File: config.mk
export PLATFORM = sky130hd
export DESIGN_NAME = ej7_logic_core_flat
export DESIGN_NICKNAME = d
export VERILOG_FILES = /design/src/rtl/ej7_logic_core_if.sv /design/src/rtl/ej7_logic_core.sv /design/src/flat_wrapper.sv
export SDC_FILE = /design/constraint.sdc
export NUM_CORES = 1
export LEC_CHECK = 0
export ABC_AREA = 0
export CAP_MARGIN = 10
export CORE_AREA = 2 2 39 41
export CTS_CLUSTER_DIAMETER = 120
export DETAILED_ROUTE_END_ITERATION = 10
export DIE_AREA = 0 0 41 43
export GPL_TIMING_DRIVEN = 0
export PLACE_DENSITY_LB_ADDON = 0.15
export RECOVER_POWER = 100
export SYNTH_ARGS = -nofsm -noshare
export SYNTH_HDL_FRONTEND = slang
export SYNTH_SLANG_ARGS = --single-unit
File: constraint.sdc
create_clock -name clk -period 0.8 [get_ports clk]
set_input_delay 0.12 -clock clk [delete_from_list [all_inputs] [get_ports clk]]
set_output_delay 0.12 -clock clk [all_outputs]
set_load 0.05 [all_outputs]
File: src/rtl/ej7_logic_core_if.sv
// Signal bundle for ej7_logic_core: two function-group input sets and six registered outputs.
// The names follow the original exercise, so Y/y and Z/z are different signals.
interface ej7_logic_core_if;
  logic A;
  logic B;
  logic C;
  logic D;
  logic x;
  logic y;
  logic z;
  logic Y;
  logic Z;
  logic Yb;
  logic Zb;
  logic F2;
  logic F2b;

  modport master (
    output A, B, C, D, x, y, z,
    input  Y, Z, Yb, Zb, F2, F2b
  );

  modport slave (
    input  A, B, C, D, x, y, z,
    output Y, Z, Yb, Zb, F2, F2b
  );
endinterface

File: src/rtl/ej7_logic_core.sv
// Registered logic block: Y/Z of {A,B,C,D}, odd parity F2 of {x,y,z}, plus complements.
// Each complement is its own minimal SOP with its own flop, so it has the same 1-cycle latency.
module ej7_logic_core (
  input logic              clk,
  input logic              reset,
  ej7_logic_core_if.slave  bus
);

  logic y_d;
  logic z_d;
  logic yb_d;
  logic zb_d;
  logic f2_d;
  logic f2b_d;

  always_comb begin
    y_d   = (~bus.A & bus.D) | (bus.A & bus.B) | (~bus.C & bus.D);
    z_d   = (~bus.A & ~bus.D) | (bus.A & bus.C);
    // Y' = sum of minterms 0,2,4,6,8,10,11; Z' = sum of minterms 1,3,5,7,8,9,12,13
    yb_d  = (~bus.A & ~bus.D) | (~bus.B & ~bus.D) | (bus.A & ~bus.B & bus.C);
    zb_d  = (~bus.A & bus.D) | (bus.A & ~bus.C);
    f2_d  = bus.x ^ bus.y ^ bus.z;
    f2b_d = ~(bus.x ^ bus.y ^ bus.z);
  end

  always_ff @(posedge clk or negedge reset) begin
    if (!reset) begin
      bus.Y   <= 1'b0;
      bus.Z   <= 1'b0;
      bus.F2  <= 1'b0;
      bus.Yb  <= 1'b1;
      bus.Zb  <= 1'b1;
      bus.F2b <= 1'b1;
    end else begin
      bus.Y   <= y_d;
      bus.Z   <= z_d;
      bus.F2  <= f2_d;
      bus.Yb  <= yb_d;
      bus.Zb  <= zb_d;
      bus.F2b <= f2b_d;
    end
  end

endmodule

File: src/flat_wrapper.sv
// flat-port wrapper written by rule: the top's interface ports become plain ports
module ej7_logic_core_flat 
  (clk, reset, bus_A, bus_B, bus_C, bus_D, bus_x, bus_y, bus_z, bus_Y, bus_Z, bus_Yb, bus_Zb, bus_F2, bus_F2b);
  ej7_logic_core_if bus_i ();
  input logic clk;
  input logic reset;
  input wire logic [$bits(bus_i.A)-1:0] bus_A;
  input wire logic [$bits(bus_i.B)-1:0] bus_B;
  input wire logic [$bits(bus_i.C)-1:0] bus_C;
  input wire logic [$bits(bus_i.D)-1:0] bus_D;
  input wire logic [$bits(bus_i.x)-1:0] bus_x;
  input wire logic [$bits(bus_i.y)-1:0] bus_y;
  input wire logic [$bits(bus_i.z)-1:0] bus_z;
  output wire logic [$bits(bus_i.Y)-1:0] bus_Y;
  output wire logic [$bits(bus_i.Z)-1:0] bus_Z;
  output wire logic [$bits(bus_i.Yb)-1:0] bus_Yb;
  output wire logic [$bits(bus_i.Zb)-1:0] bus_Zb;
  output wire logic [$bits(bus_i.F2)-1:0] bus_F2;
  output wire logic [$bits(bus_i.F2b)-1:0] bus_F2b;
  assign bus_i.A = bus_A;
  assign bus_i.B = bus_B;
  assign bus_i.C = bus_C;
  assign bus_i.D = bus_D;
  assign bus_i.x = bus_x;
  assign bus_i.y = bus_y;
  assign bus_i.z = bus_z;
  assign bus_Y = bus_i.Y;
  assign bus_Z = bus_i.Z;
  assign bus_Yb = bus_i.Yb;
  assign bus_Zb = bus_i.Zb;
  assign bus_F2 = bus_i.F2;
  assign bus_F2b = bus_i.F2b;
  ej7_logic_core u_core (.clk(clk), .reset(reset), .bus(bus_i));
endmodule
# After elaboration in Yosys (flattened, before gate mapping)
# Index checks and enable logic that the tools add are counted.
# totals
reg_bits	6
output_inout_bits	6
word_cells	28
# classes
bitwise_logic	22
# ops
cell	count
bitwise AND 1 bit	9
OR 1 bit	6
inverter 1 bit	5
XOR 1 bit	2

# Logic depth before layout (Yosys ltp)
# depth
depth_word	4
mapped_depth	2

# Worst setup path after synthesis
# No wires, ideal clock.
# synth_path
kind	register to output
startpoint	register u_core.bus.F2b
endpoint	output bus_F2b
arrival_time_ns	0.656
t_required_ns	0.680
setup_slack_ns	0.024
stages_incl_launch_ff	1
n_path_buf	0
path_cell_list	dfstp_2
# synth_rtl
element	line	rtl
start: declaration	ej7_logic_core_if.sv:25	output Y, Z, Yb, Zb, F2, F2b
start signal: assignment	ej7_logic_core.sv:33	bus.F2b <= 1'b1;
start signal: assignment	ej7_logic_core.sv:40	bus.F2b <= f2b_d;
end: declaration	flat_wrapper.sv:19	output wire logic [$bits(bus_i.F2b)-1:0] bus_F2b;
# No word-level cell between the ends.

# Worst setup path in the final report
# layout_path
startpoint	register u_core.bus.F2b
endpoint	output bus_F2b
# No word-level cell between the ends.

==> out/qor.csv <==
metric,value,unit
place_inst,44,
track_usage,7.47,%
ir_drop,634,µV
ant_nets,0,
fin_crit_sh,129,%
netSwitchingFraction,30.2,%
crit_start,u_core.bus.F2b,
synth_seq_cells,6,
die_h,43,µm
drt_iter0_markers,3,
violations,setup timing,
syn_nets,23,
fmax,968,MHz
ys_types,10,
synth_compound_gate_area_share,13.6,%
clk_transition_reported_paths,0.05,ns
synth-simple-area-share,1.69,%
cap_violations,0,
cp_slowest_cell,dfstp_2,
via_per_inst,3.63,
synthMuxAreaShare,0,%
gr-total-overflow,0,
setup_violations,7,
synth_fa_ha_area_share,0,%
initial_utilization,16.0,%
drive_above_1_share,43.8,%
arrival,0.91,ns
outcome,finished with violations,
ys_seq_area_share,69.5,%
fin_nets,42,
ys_warn_count,0,
wl_per_cell,8.56,µm
relSlewSlack,82.3,%
wirelength,411,µm
rsz0062_at_grt,true,
pwr-share-comb,29.9,%
p_leak,0.183,nW
grt_pass1_wl,745,µm
num_rows,14,
crit_fanout,1,
fin_crit,1.03,ns
hp-class,in2async,
path_delay_family,flip-flops,
netSwitchingPower,0.286,mW
power_frac_seq,38.4,%
numPortBuffers,14,
powerDensity,2230,mW/mm²
synth_area,221,µm²
p_total,0.949,mW
power.internal,0.662,mW
crit_path_end_kind,output port,
antennaDiodeCount,0,
path_cells,buf_8,
worstSetupPathType,reg2out,
grt_pass1_vias,193,
ios,15,
vias,174,
clock-root-buffer,clkbuf_4,
clock_sinks,6,
core_area,0.00138,mm²
worstPathBufferInverterCount,1,
numCtsBuffers,3,
cts_max_path_buffers,2,
grt_max_degree,7,
drc_errors,0,
die_area,0.00176,mm²
clkPwrFrac,31.7,%
crit_required,0.68,ns
die_w,41,µm
h-tree-depth,1,
startpoint_type,flip-flop,
avgSynthCellArea,15.8,µm²
synth_top_family_by_area,XOR/XNOR gates,
syn_inst,14,
synthXorXnorAreaFrac,15.3,%
worst_pin_slew,0.264,ns
maxSlewViolCount,0,
holdBufCountCts,0,
gp_congestion,0.595,
crit_path_max_incr_delay,0.53,ns
finalHoldViolations,0,
grt_antenna_before_repair,0,
worstSetupPathDepth,1,
cts_tree,built,
final.setup.worst_slack,-0.233,ns
area_growth,92.1,%
drt_first_pass_iters,3,
final_cell_count_no_fill,48,
## power by group through the flow
stage,clock network (mW),logic (mW),registers (mW)
final,0.301,0.283,0.365
after global routing,0.341,0.299,0.368
after detailed placement,0,0.268,0.360
after global placement,0,0.267,0.357
after floorplan,0,0.0349,0.476
after CTS,0.313,0.288,0.366
## timing repair
action                                 4_1_cts  5_1_grt
endpoints found under the hold margin        0        0
buffers inserted                             0        0
setup endpoints to repair                    7        7
resized for setup                           46        0
pin swaps                                    0        1
## through the flow
stage | TNS, ns | worst slack (ns) | hold WS [ns] | util [%] | cell area, µm²
floorplan | 0 | 0.0245 | -0.176 | - | 221
global placement | -4.24 | -0.609 | 0.376 | 27.6 | 382
detailed placement | -4.39 | -0.618 | 0.376 | 27.6 | 382
CTS | -1.00 | -0.243 | 0.113 | 30.7 | 425
global route | -1.25 | -0.268 | 0.184 | 30.7 | 425
finish | -0.963 | -0.233 | 0.178 | 30.7 | 425
## flip-flops by register name, indices dropped and copies added, names as in the netlist
register        count
u_core.bus.F2       1
u_core.bus.Yb       1
u_core.bus.Zb       1
u_core.bus.Y        1
u_core.bus.F2b      1
u_core.bus.Z        1
## cell usage after synthesis
cell type	instances	area, µm²
xor2_1	1	8.76
xnor2_1	1	8.76
o21a_1	1	7.51
o21ai_0	1	5.00
nand2_1	1	3.75
xnor2_2	1	16.3
a22o_2	1	10.0
a22oi_1	1	7.51
dfrtp_1	3	75.1
dfstp_2	3	78.8
## final timing paths
path / end / slack (ns)
setup / recovery: bus_F2b / -0.23
min in group clk: u_core.bus.Yb / 0.27
hold / removal: u_core.bus.Y / 0.18
max in group asynchronous: u_core.bus.Zb / 0.34
## cells in the final DEF, fill, tap and decap left out
cell type        netlist  final
clkdlybuf4s50_1        0      5
clkbuf_4               0      3
buf_8                  0      3
buf_6                  0      3
dfrtp_1                3      3
dfstp_2                3      3
dlygate4sd3_1          0      2
nand2_1                1      1
a22oi_1                1      1
o21a_1                 1      1
xnor2_2                1      1
xnor2_1                1      1
xor2_1                 1      1
a22o_2                 1      1
o21ai_0                1      1
clkbuf_1               0      1
dlygate4sd2_1          0      1
## routing by layer
metal	GRT usage [%]	up-vias	routed length, µm
met4	10.0	0	0
met2	10.9	8	266
li1	-	86	-
met5	0	-	0
met1	4.90	80	126
met3	4.71	0	17
## cell type report
class | instances | area, µm²
Fill cell | 141 | 958
Multi-Input combinational cell | 8 | 67.6
Timing Repair Buffer | 14 | 158
Sequential cell | 6 | 154
Tap cell | 16 | 20.0
Clock buffer | 4 | 26.3
## logic make-up after synthesis
kind of cell and Yosys count:
AND/OR/NAND/NOR 1, AO/OA/AOI/OAI 4, flip-flops 6, XOR/XNOR 3
Note: power is estimated with default switching activity, not from simulation.
